$ cat src/rtl/key_pkg.sv
// Shared defaults and counter-width helpers for the key debounce slice.
package key_pkg;

  localparam int unsigned NUM_KEYS_DEF       = 16;
  localparam int unsigned CLK_DIV_DEF        = 1_000_000;
  localparam int unsigned STABLE_SAMPLES_DEF = 3;
  localparam int unsigned ACTIVE_LOW_DEF     = 1;
  localparam int unsigned LONG_TICKS_DEF     = 50;
  localparam int unsigned CNT_W_DEF          = 8;

  // Bits needed to hold every value 0..max_val (at least one bit).
  function automatic int unsigned cnt_w(input int unsigned max_val);
    return (max_val < 2) ? 1 : $clog2(max_val + 1);
  endfunction

  localparam int unsigned DIV_W_DEF  = cnt_w(CLK_DIV_DEF - 1);
  localparam int unsigned STAB_W_DEF = cnt_w(STABLE_SAMPLES_DEF);
  localparam int unsigned HOLD_W_DEF = cnt_w(LONG_TICKS_DEF);

endpackage

$ cat src/rtl/key_debounce_cell.sv
// One key channel: synchroniser, stability counter, debounced level,
// press/release pulses and long-press hold counter.
module key_debounce_cell
  import key_pkg::*;
#(
  parameter int unsigned STABLE_SAMPLES = STABLE_SAMPLES_DEF,
  parameter int unsigned ACTIVE_LOW     = ACTIVE_LOW_DEF,
  parameter int unsigned LONG_TICKS     = LONG_TICKS_DEF
) (
  input  logic clk,
  input  logic rstn,
  input  logic tick,
  input  logic key_raw,
  output logic level,
  output logic press_pulse,
  output logic release_pulse,
  output logic long_pulse
);

  localparam int unsigned STAB_W   = cnt_w(STABLE_SAMPLES);
  localparam int unsigned HOLD_W   = cnt_w(LONG_TICKS);
  // Raw level of an untouched key; also the synchroniser reset value.
  localparam logic        IDLE_LVL = (ACTIVE_LOW != 0);

  logic [1:0]        sync_q;
  logic              sample;
  logic [STAB_W-1:0] stab_q, stab_d;
  logic [HOLD_W-1:0] hold_q, hold_d;
  logic              level_q, level_d;
  logic              press_q, press_d;
  logic              rel_q, rel_d;
  logic              long_q, long_d;

  // Normalised to 1 = pressed.
  assign sample = sync_q[1] ^ IDLE_LVL;

  // Two-flop synchroniser for the asynchronous key input.
  always_ff @(posedge clk or negedge rstn) begin
    if (!rstn) begin
      sync_q <= {2{IDLE_LVL}};
    end else begin
      sync_q <= {sync_q[0], key_raw};
    end
  end

  // Debounce and hold next-state; pulses default low so they last one cycle.
  always_comb begin
    stab_d  = stab_q;
    hold_d  = hold_q;
    level_d = level_q;
    press_d = 1'b0;
    rel_d   = 1'b0;
    long_d  = 1'b0;
    if (tick) begin
      if (sample != level_q) begin
        if (stab_q == STAB_W'(STABLE_SAMPLES - 1)) begin
          level_d = ~level_q;
          stab_d  = '0;
          press_d = ~level_q;
          rel_d   = level_q;
        end else begin
          stab_d = stab_q + 1'b1;
        end
      end else begin
        stab_d = '0;
      end
    end
    if (!level_q) begin
      hold_d = '0;
    end else if (tick && (hold_q != HOLD_W'(LONG_TICKS))) begin
      // Saturation at LONG_TICKS makes the long pulse fire once per hold.
      hold_d = hold_q + 1'b1;
      long_d = (hold_q == HOLD_W'(LONG_TICKS - 1));
    end
  end

  // Per-key state registers.
  always_ff @(posedge clk or negedge rstn) begin
    if (!rstn) begin
      stab_q  <= '0;
      hold_q  <= '0;
      level_q <= 1'b0;
      press_q <= 1'b0;
      rel_q   <= 1'b0;
      long_q  <= 1'b0;
    end else begin
      stab_q  <= stab_d;
      hold_q  <= hold_d;
      level_q <= level_d;
      press_q <= press_d;
      rel_q   <= rel_d;
      long_q  <= long_d;
    end
  end

  assign level         = level_q;
  assign press_pulse   = press_q;
  assign release_pulse = rel_q;
  assign long_pulse    = long_q;

endmodule

$ cat src/rtl/key_debounce_n.sv
// Multi-key debouncer: shared sample-tick divider, per-key cells and a
// saturating press counter.
module key_debounce_n
  import key_pkg::*;
#(
  parameter int unsigned NUM_KEYS       = NUM_KEYS_DEF,
  parameter int unsigned CLK_DIV        = CLK_DIV_DEF,
  parameter int unsigned STABLE_SAMPLES = STABLE_SAMPLES_DEF,
  parameter int unsigned ACTIVE_LOW     = ACTIVE_LOW_DEF,
  parameter int unsigned LONG_TICKS     = LONG_TICKS_DEF,
  parameter int unsigned CNT_W          = CNT_W_DEF
) (
  input  logic                clk,
  input  logic                rstn,
  input  logic [NUM_KEYS-1:0] key_in,
  input  logic                clr_count,
  output logic [NUM_KEYS-1:0] key_level,
  output logic [NUM_KEYS-1:0] key_press,
  output logic [NUM_KEYS-1:0] key_release,
  output logic [NUM_KEYS-1:0] key_long,
  output logic [CNT_W-1:0]    press_count,
  output logic                sample_tick
);

  localparam int unsigned DIV_W = cnt_w(CLK_DIV - 1);
  localparam int unsigned POP_W = cnt_w(NUM_KEYS);
  localparam int unsigned SUM_W = CNT_W + POP_W;

  logic [DIV_W-1:0] div_q, div_d;
  logic [CNT_W-1:0] cnt_q, cnt_d;
  logic [POP_W-1:0] pop;
  logic [SUM_W-1:0] sum;

  assign sample_tick = (div_q == DIV_W'(CLK_DIV - 1));

  // Divider wraps after the tick cycle.
  always_comb begin
    div_d = div_q + 1'b1;
    if (sample_tick) begin
      div_d = '0;
    end
  end

  // Popcount of this cycle's press pulses, added with saturation; clear wins.
  always_comb begin
    pop = '0;
    for (int i = 0; i < NUM_KEYS; i++) begin
      pop = pop + POP_W'(key_press[i]);
    end
    sum   = SUM_W'(cnt_q) + SUM_W'(pop);
    cnt_d = sum[CNT_W-1:0];
    if (sum > SUM_W'({CNT_W{1'b1}})) begin
      cnt_d = '1;
    end
    if (clr_count) begin
      cnt_d = '0;
    end
  end

  // Divider and press counter registers.
  always_ff @(posedge clk or negedge rstn) begin
    if (!rstn) begin
      div_q <= '0;
      cnt_q <= '0;
    end else begin
      div_q <= div_d;
      cnt_q <= cnt_d;
    end
  end

  assign press_count = cnt_q;

  for (genvar k = 0; k < NUM_KEYS; k++) begin : g_key
    key_debounce_cell #(
      .STABLE_SAMPLES(STABLE_SAMPLES),
      .ACTIVE_LOW    (ACTIVE_LOW),
      .LONG_TICKS    (LONG_TICKS)
    ) u_cell (
      .clk          (clk),
      .rstn         (rstn),
      .tick         (sample_tick),
      .key_raw      (key_in[k]),
      .level        (key_level[k]),
      .press_pulse  (key_press[k]),
      .release_pulse(key_release[k]),
      .long_pulse   (key_long[k])
    );
  end

endmodule

$ cat config.mk
export PLATFORM = sky130hd
export DESIGN_NAME = key_debounce_n
export DESIGN_NICKNAME = d
export VERILOG_FILES = /design/src/rtl/key_pkg.sv /design/src/rtl/key_debounce_cell.sv /design/src/rtl/key_debounce_n.sv
export SDC_FILE = /design/constraint.sdc
export NUM_CORES = 1
export LEC_CHECK = 0
export CORE_MARGIN = 3
export CORE_UTILIZATION = 50
export CTS_CLUSTER_SIZE = 40
export DETAILED_ROUTE_END_ITERATION = 8
export PLACE_DENSITY = 0.82
export SETUP_SLACK_MARGIN = 0.05
export SLEW_MARGIN = 20
export SYNTH_ARGS = -nofsm -noshare
export SYNTH_HDL_FRONTEND = slang
export SYNTH_SLANG_ARGS = --single-unit
$ cat constraint.sdc
create_clock -name clk -period 3.8 [get_ports clk]
set_input_delay 0.95 -clock clk [delete_from_list [all_inputs] [get_ports clk]]
set_output_delay 0.95 -clock clk [all_outputs]
set_load 0.03 [all_outputs]
# After elaboration in Yosys (flattened, before gate mapping)
# Index checks and enable logic that the tools add are counted.
[word_totals]
reg_bits = 252
input_bits = 19
output_inout_bits = 73
word_cells = 504
[op_classes]
n_addsub = 49
n_lt_le_gt_ge = 1
n_eq_ne = 81
mux = 195
bitwise = 32
n_reduce_logical = 32
[op_table]
columns = ["operator", "count"]
rows = [
  ["2-to-1 mux 6 bit", 32],
  ["2-to-1 mux 1 bit", 128],
  ["adder 6 x 1 -> 6 bit (second input constant)", 16],
  ["equality test 6 bit (second input constant)", 16],
  ["inequality test 6 bit (second input constant)", 16],
  ["2-to-1 mux 2 bit", 32],
  ["adder 5 x 1 -> 5 bit", 11],
  ["AND reduction 3 bit", 16],
  ["adder 2 x 1 -> 2 bit (second input constant)", 16],
  ["equality test 2 bit (second input constant)", 16],
  ["inequality test 2 bit (second input constant)", 16],
  ["inverter 1 bit", 32],
  ["adder 20 x 1 -> 20 bit (second input constant)", 1],
  ["equality test 20 bit (second input constant)", 1],
  ["2-to-1 mux 20 bit", 1],
  ["logical AND 1 bit", 16],
  ["2-to-1 mux 8 bit", 2],
  ["inequality test 1 bit", 16],
  ["adder 8 x 5 -> 9 bit", 1],
  ["greater-than comparator 9 x 8 -> 1 bit (second input constant)", 1],
  ["adder 4 x 1 -> 5 bit", 1],
  ["adder 3 x 1 -> 4 bit", 1],
  ["adder 2 x 1 -> 3 bit", 1],
  ["adder 1 x 1 -> 2 bit", 1],
]

# Depth between registers and ports, before layout
# Gate-level depths: netlist (run 1).
[depth]
ltp_word = 19
depth_mapped = 14
depth_no_buf = 14

# Cells and area by module
# A second synthesis (run 1) with hierarchy kept.
[hier_totals]
cells_unflattened = 1123
hier_area_um2 = 12328.1
[by_module_without_submodules]
columns = ["module", "instances", "cells_each", "area_each_um2", "seq_area_each_um2"]
rows = [
  ["key_debounce_cell", 16, 59, 656.9, 352.8],
  ["key_debounce_n", 1, 179, 1818.0, 700.7],
]

# Worst setup path after synthesis (run 1)
# No wires, ideal clock.
[synth_path]
kind = "reg2reg"
startpoint = "register cnt_q[0] (netlist: press_count[0])"
endpoint = "register cnt_q[0] (netlist: press_count[0])"
t_arrival_ps = 4216
path_slack_ps = -559
path_stages_with_launch = 14
synth_period_minus_slack_ps = 4359
cell_sequence = "dfrtp_1 -> fa_1 -> inv_1 -> fa_1 -> fa_1 -> fa_1 -> fa_1 -> inv_1 -> fa_1 -> a21o_1 -> a21oi_1 -> nor2b_1 -> o21ai_0 -> o21ai_0"
[synth_between]
elab_chain_len = 4
[synth_rtl]
columns = ["element", "line", "rtl"]
rows = [
  ["start: declaration", "key_debounce_n.sv:30", "logic [CNT_W-1:0] cnt_q, cnt_d;"],
  ["start signal: assignment", "key_debounce_n.sv:67", "cnt_q <= cnt_d;"],
  ["adder 8 x 5 -> 9 bit (*)", "key_debounce_n.sv:50", "sum = SUM_W'(cnt_q) + SUM_W'(pop);"],
  ["greater-than comparator 9 x 8 -> 1 bit", "key_debounce_n.sv:52", "if (sum > SUM_W'({CNT_W{1'b1}})) begin"],
  ["2-to-1 mux 8 bit (*)", "key_debounce_n.sv:52", ""],
  ["2-to-1 mux 8 bit (*)", "key_debounce_n.sv:55", "if (clr_count) begin"],
  ["net cnt_d[0]", "key_debounce_n.sv:30", ""],
]
# The timed path passes the listed nets; every way through them passes the cells marked *.
# A chain may end at the register's enable or synchronous reset.

# Worst setup path in the final report (run 1)
[layout_path]
startpoint = "register g_key[2].u_cell.press_q"
endpoint = "register cnt_q[5] (netlist: press_count[5])"
[layout_between]
elab_chain_len = 18
[layout_rtl]
columns = ["element", "line", "rtl"]
rows = [
  ["start: declaration", "key_debounce_cell.sv:30", "logic press_q, press_d;"],
  ["start signal: assignment", "key_debounce_cell.sv:90", "press_q <= press_d;"],
  ["adder 2 x 1 -> 3 bit (*)", "key_debounce_n.sv:48", "pop = pop + POP_W'(key_press[i]);"],
  ["adder 3 x 1 -> 4 bit (*)", "key_debounce_n.sv:48", ""],
  ["adder 4 x 1 -> 5 bit (*)", "key_debounce_n.sv:48", ""],
  ["adder 5 x 1 -> 5 bit (*) (11 in series)", "key_debounce_n.sv:48", ""],
  ["adder 8 x 5 -> 9 bit (*)", "key_debounce_n.sv:50", ""],
  ["greater-than comparator 9 x 8 -> 1 bit", "key_debounce_n.sv:52", ""],
  ["2-to-1 mux 8 bit (*)", "key_debounce_n.sv:52", ""],
  ["2-to-1 mux 8 bit (*)", "key_debounce_n.sv:55", ""],
  ["net cnt_d[5]", "key_debounce_n.sv:30", ""],
]
# Marked as above.

==> results.tsv, run 1 <==
metric	value	unit
status	finished with violations	
violations	setup timing	
dp.cells	1572	
ir_drop	0.335	mV
core-area	0.0244	mm2
ys_seq_area_frac	0.510	
synth_simple_gate_area_frac	0.194	
ys_ff_latch	252	
yosys_warnings	0	
antenna_found_initial	1	
synth_cells	1234	
synthMostInstantiatedCell	dfrtp_1	
synth-adder-area-share	0.0766	
crit_fanout	4	
synth_common_cells	dfrtp_1 (220), inv_1 (114), nand2_1 (101)	
ant_nets	0	
root_buffer	clkbuf_16	
p_total	0.00570	W
synth_top_cell_area_share	0.442	
drt-pass1-iter-count	5	
place.gp.congestion	0.850	
synth_ff_type	dfrtp_1	
avgSynthCellArea	10.1	um2
cellPowerDensity	397	mW/mm2
grt_pass1_vias	8981	
cts_max_path_buffers	3	
worst-endpoint-required	4200	ps
remaining_drc_errors	0	
hold_class	reg2reg	
cts.sinks	252	
fin_crit	3940	ps
drt-initial-drc-count	633	
cts_tree	yes	
critPathLaunchType	flop	
synth-xor-area-share	0.0281	
post_drt_wl_per_cell	16.1	um
grt_max_degree	89	
rows	57	
vias	9043	
routed_wl	26100	um
timing.slew.headroom	0.386	
post_route_cells_drive_above_1_share	0.103	
ys_top_cells_by_area	dfrtp_1 (44%), dfstp_2 (6.8%), ha_1 (5.7%), buf_4 (3.9%), inv_1 (3.4%)	
setup_ws	-137	ps
period_share	1.04	
setup-tns-final	-584	ps
slew_viol_final	0	
area_growth	15.2	%
grt_pass1_wl	43400	um
die_w	164	um
finalHoldViolations	0	
synth_area_leader_cell	dfrtp_1	
syn_area	0.0125	mm2
maxCapViolCount	0	
synth_compound_area_frac	0.0922	
p_leak	5.91	nW
ios	92	
crit_type	reg2reg	
setup_viol	8	
fin_skew	15.2	ps
worst_pin_slew	921	ps
hpwl	17600	um
antenna_cells	0	
clk_pin_slew	60	ps
synth_edf_count	0	
numPortBuffers	91	
grt_overflow	0	
die_h	164	um
fillers	1954	
muxShareOfSynthArea	0.0137	
dieArea	0.0268	mm2
rsz0062_at_grt	true	
synthArstFlopShare	1.00	
syn_nets	1322	
nNetsFinal	1365	
viasPerCell	5.58	
synth_top_family_by_area	simple AND/OR/NAND/NOR gates	
htreeDepth	1	
start_util	0.511	
synth.distinct_cells	50	
pre_cts_ws	-235	ps
clk_latency	530	ps
fmax	254	MHz
stdcell_count	1621	
grtUsageTotal	0.196	
arrival	4340	ps
end_kind	flop	
cts_made_buffers	26	
sequential cells by signal (all words and copies together) (netlist names):
name and cells:
g_key.u_cell.release_pulse 16, div_q 20, g_key.u_cell.hold_q 96, g_key.u_cell.long_pulse 16, press_count 8, g_key.u_cell.level 16
g_key.u_cell.sync_q 32, g_key.u_cell.stab_q 32, g_key.u_cell.press_pulse 16
per-stage QoR:
step	cell area (um2)	utilization	hold WS, ps
2_1_floorplan	12500	-	345
3_3_place_gp	13400	0.547	346
3_5_place_dp	13400	0.547	347
4_1_cts	14300	0.588	355
5_1_grt	14400	0.588	355
6_report	14400	0.588	353
worst max-delay path, stage by stage, from the launching register on:
cell and delay, ps:
dfrtp_1 400, fa_1 530, inv_1 50, fa_1 460, fa_1 490, fa_1 520, fa_2 220, inv_2 50
fa_2 350, a21o_1 170, a21oi_2 130, buf_4 150, nor2_1 50, o21ai_1 130, o311ai_1 110
path summary, 6_finish.rpt:
path / from / endpoint / slack (ps) / cells past startpoint
setup / recovery: g_key[2].u_cell.press_pulse$_DFF_PN0_ / press_count[5]$_DFF_PN0_ / -140 / 14
hold / removal: g_key[10].u_cell.sync_q[0]$_DFF_PN1_ / g_key[10].u_cell.sync_q[1]$_DFF_PN1_ / 350 / 0
setup reg to reg: g_key[2].u_cell.press_pulse$_DFF_PN0_ / press_count[5]$_DFF_PN0_ / -140 / 14
hold reg to reg: g_key[10].u_cell.sync_q[0]$_DFF_PN1_ / g_key[10].u_cell.sync_q[1]$_DFF_PN1_ / 350 / 0
max in group asynchronous: rstn / g_key[11].u_cell.sync_q[0]$_DFF_PN1_ / 2460 / 2
min in group asynchronous: rstn / g_key[15].u_cell.release_pulse$_DFF_PN0_ / 430 / 1
layer usage:
layer	vias up	track usage	wire length, um
met5	-	0	12
met4	2	0.0619	679
met3	52	0.0323	1520
met2	252	0.334	12600
met1	4470	0.258	11300
li1	4267	-	-
kinds of logic after synthesis:
logic type	Yosys count
flip-flops	252
adder cells (fa/ha/maj)	69
XOR/XNOR	40
multiplexers	17
AND/OR/NAND/NOR	452
buffers and inverters	213
AO/OA/AOI/OAI	191
cell usage in the layout, fill, tap and decap left out, types with 6 or more instances in the layout:
cell type	count
a21oi_1	75
a311oi_1	11
and2_1	8
and3_1	6
buf_4	19
bufinv_16	7
clkbuf_1	6
clkbuf_16	27
clkdlybuf4s50_1	89
dfrtp_1	219
dfstp_2	32
fa_1	10
ha_1	57
inv_1	113
mux2i_1	17
nand2_1	101
nand2b_1	10
nand3_1	81
nand4_1	32
nand4b_1	18
nor2_1	91
nor3_1	12
nor4_1	11
nor4bb_1	12
o211ai_1	6
o21ai_0	50
o21ai_1	6
o31ai_1	13
or2_2	16
or3_1	18
or4_1	18
xnor2_1	35
what timing repair did:
item / CTS / global route
gates resized for setup: 4 / 0
buffers inserted: 0 / 1
setup endpoints to repair: 8 / 8
pin swaps: 3 / 1
hold buffers: 0 / 0
power breakdown:
part	switching (W)	total, W	internal (W)	leakage (nW)
combinational	0.0000644	0.0000958	0.0000314	2.05
sequential	0.00000930	0.00272	0.00271	3.40
clock	0.00104	0.00288	0.00183	0.472
total	0.00112	0.00570	0.00458	5.91
cell type report:
type | instances | area (um2) | area share
clock buffer | 36 | 739 | 0.0515
clock inverter | 12 | 240 | 0.0167
inverter | 115 | 432 | 0.0301
multi-input combinational | 769 | 5060 | 0.353
sequential | 252 | 6350 | 0.442
tap | 324 | 405 | 0.0282
timing repair buffer | 113 | 1130 | 0.0786
No activity file was read; power rests on OpenSTA's default activity.
==> inputs of run 2 (changes only) <==
--- a/config.mk
+++ b/config.mk
@@ -5,6 +5,7 @@
 export SDC_FILE = /design/constraint.sdc
 export NUM_CORES = 1
 export LEC_CHECK = 0
+export CORE_ASPECT_RATIO = 0.9
 export CORE_MARGIN = 3
 export CORE_UTILIZATION = 50
 export CTS_CLUSTER_SIZE = 40
==> run 2 against run 1 <==
Effect of this change: the flow still finishes with violations (setup timing); die area barely moved; sequential power is essentially flat; register-to-register slack worse by 70 ps; critical path type unchanged; largest cell class unchanged.
==> results.tsv, run 2 (same netlist as run 1, synthesis figures left out) <==
metric	value	unit	change
nNetsFinal	1363		was 1365
finalHoldViolations	0		unchanged
rows	54		was 57
drt-pass1-iter-count	6		was 5
holdWs	348	ps	was 353 ps
remaining_drc_errors	0		unchanged
rsz0062_at_grt	true		unchanged
layout_commonest_cell	dfrtp_1		unchanged
min_from	g_key[10].u_cell.sync_q[0]$_DFF_PN1_		unchanged
p_leak	5.87	nW	was 5.91 nW
antenna_found_initial	1		unchanged
grt_pass1_vias	8870		was 8981
slew_viol_final	0		unchanged
cp_common_cell	fa_1		unchanged
grt_pass1_wl	43400	um	about the same
p_total	0.00541	W	was 0.00570 W
start_util	0.511		unchanged
cts.sinks	252		unchanged
fillers	1909		was 1954
fmax	250	MHz	was 254 MHz
top_register	g_key.u_cell.hold_q		unchanged
hpwl	17600	um	about the same
critPathSlowestCell	fa_1		unchanged
post_route_cells_drive_above_1_share	0.103		about the same
r2r_slack	-200	ps	was -140 ps
place.gp.congestion	0.807		was 0.850
cts_max_path_buffers	3		unchanged
grtUsageTotal	0.196		about the same
ant_nets	0		unchanged
hold_path_end	g_key[10].u_cell.sync_q[1]$_DFF_PN1_		unchanged
fin_skew	7.23	ps	was 15.2 ps
violations	setup timing		unchanged
grt_overflow	0		unchanged
htreeDepth	1		unchanged
crit_type	reg2reg		unchanged
worst_pin_slew	593	ps	was 921 ps
routed_wl	26300	um	was 26100 um
die_w	172	um	was 164 um
setup_viol	8		unchanged
clk_latency	530	ps	about the same
ir_drop	0.314	mV	was 0.335 mV
area_growth	14.6	%	was 15.2%
stdcell_count	1631		was 1621
setup_ws	-205	ps	was -137 ps
end_kind	flop		unchanged
die_h	156	um	was 164 um
crit_family	adder cells		unchanged
crit_fanout	3		was 4
cellPowerDensity	379	mW/mm2	was 397 mW/mm2
placed_area	0.0134	mm2	about the same
maxCapViolCount	0		unchanged
viasPerCell	5.56		was 5.58
core-area	0.0244	mm2	unchanged
rr_worst_depth	14		unchanged
dp.cells	1581		was 1572
post_drt_wl_per_cell	16.1	um	about the same
root_buffer	clkbuf_16		unchanged
largest_register_ffs	96		unchanged
cts_tree	yes		unchanged
design_area	0.0143	mm2	was 0.0144 mm2
period_share	1.05		was 1.04
status	finished with violations		unchanged
ios	92		unchanged
antenna_cells	0		unchanged
vias	9071		was 9043
grt_max_degree	91		was 89
r2r-end	press_count[5]$_DFF_PN0_		unchanged
timing.slew.headroom	0.601		was 0.386
crit_buf_inv	3		unchanged
holdBufCountCts	0		unchanged
clk_pin_slew	60	ps	about the same
drt-initial-drc-count	647		was 633
layout_common_cells	dfrtp_1 (219), inv_1 (113), nand2_1 (101)		unchanged
top_regs	g_key.u_cell.hold_q x96, g_key.u_cell.stab_q x32, g_key.u_cell.sync_q x32		unchanged
cpPeakStageDelay	560	ps	was 530 ps
critPathLaunchType	flop		unchanged
worst-endpoint-required	4190	ps	was 4200 ps
dieArea	0.0268	mm2	about the same
r2r-start	g_key[2].u_cell.press_pulse$_DFF_PN0_		unchanged
hold_depth	0		unchanged
fin_crit	4000	ps	was 3940 ps
numPortBuffers	91		unchanged
hold_class	reg2reg		unchanged
cts_made_buffers	27		was 26
utilization	0.585		was 0.588
crit_chain	fa_1 -> inv_1 -> fa_1 -> fa_1 -> fa_1 -> fa_2 -> inv_2 -> fa_2 -> a21o_1 -> a21oi_2 -> buf_4 -> nor2_2 -> o21ai_1 -> o311ai_1		was fa_1 -> inv_1 -> fa_1 -> fa_1 -> fa_1 -> fa_2 -> inv_2 -> fa_2 -> a21o_1 -> a21oi_2 -> buf_4 -> nor2_1 -> o21ai_1 -> o311ai_1
arrival	4400	ps	was 4340 ps
-- run 2: changes by cell type in the layout (fill, tap and decap cells not counted) --
cell / before / now
clkbuf_1: 6 / 7
buf_12: 4 / 5
clkbuf_8: 3 / 9
bufinv_16: 7 / 1
clkinvlp_4: 2 / 0
nor2_1: 91 / 89
buf_4: 19 / 15
inv_8: 0 / 1
clkinv_2: 3 / 4
nor2_2: 0 / 2
-- run 2: timing repair --
action | CTS | global route
pin swaps | 0 | 3
buffers inserted | 0 | 1
resized for setup | 4 | 2
gates cloned | 0 | 0
setup endpoints to repair | 8 | 8
-- run 2: stage by stage --
stage               setup TNS [ps]  setup WS [ps]
floorplan                     -322          -65.4
global placement              -560           -103
detailed placement           -1350           -203
CTS                          -1140           -176
global route                 -2390           -321
finish                       -1360           -205
-- run 2: final cells by class --
class                      instances  area [um2]  area share
tap                              336         420      0.0295
inverter                         115         432      0.0302
timing repair buffer             110        1120      0.0784
clock inverter                     6        61.3     0.00430
sequential                       252        6350       0.445
clock buffer                      43         826      0.0579
multi-input combinational        769        5060       0.355
-- run 2: routing by layer --
| metal | GRT usage | part of all wire | vias to the layer above |
|---|---|---|---|
| met3 | 0.0355 | 0.065 | 49 |
| li1 | - | - | 4271 |
| met4 | 0.0544 | 0.021 | 2 |
| met1 | 0.276 | 0.45 | 4513 |
| met5 | 0 | 0.00038 | - |
| met2 | 0.314 | 0.46 | 236 |
-- run 2: worst max-delay path by stage --
stage / from / cells past startpoint / endpoint / slack [ps]
2_1_floorplan: press_count[0]$_DFF_PN0_ / 13 / press_count[0]$_DFF_PN0_ / -70
3_3_place_gp: g_key[10].u_cell.press_pulse$_DFF_PN0_ / 13 / press_count[0]$_DFF_PN0_ / -100
3_5_place_dp: g_key[2].u_cell.press_pulse$_DFF_PN0_ / 13 / press_count[0]$_DFF_PN0_ / -200
4_1_cts: g_key[10].u_cell.press_pulse$_DFF_PN0_ / 14 / press_count[5]$_DFF_PN0_ / -180
5_1_grt: g_key[2].u_cell.press_pulse$_DFF_PN0_ / 13 / press_count[1]$_DFF_PN0_ / -320
6_report: g_key[2].u_cell.press_pulse$_DFF_PN0_ / 14 / press_count[5]$_DFF_PN0_ / -200
-- run 2: power breakdown --
group / internal, W / switching, W
registers: 0.00272 / 0.00000969
clock network: 0.00155 / 0.00104
logic: 0.0000314 / 0.0000644
total: 0.00430 / 0.00111
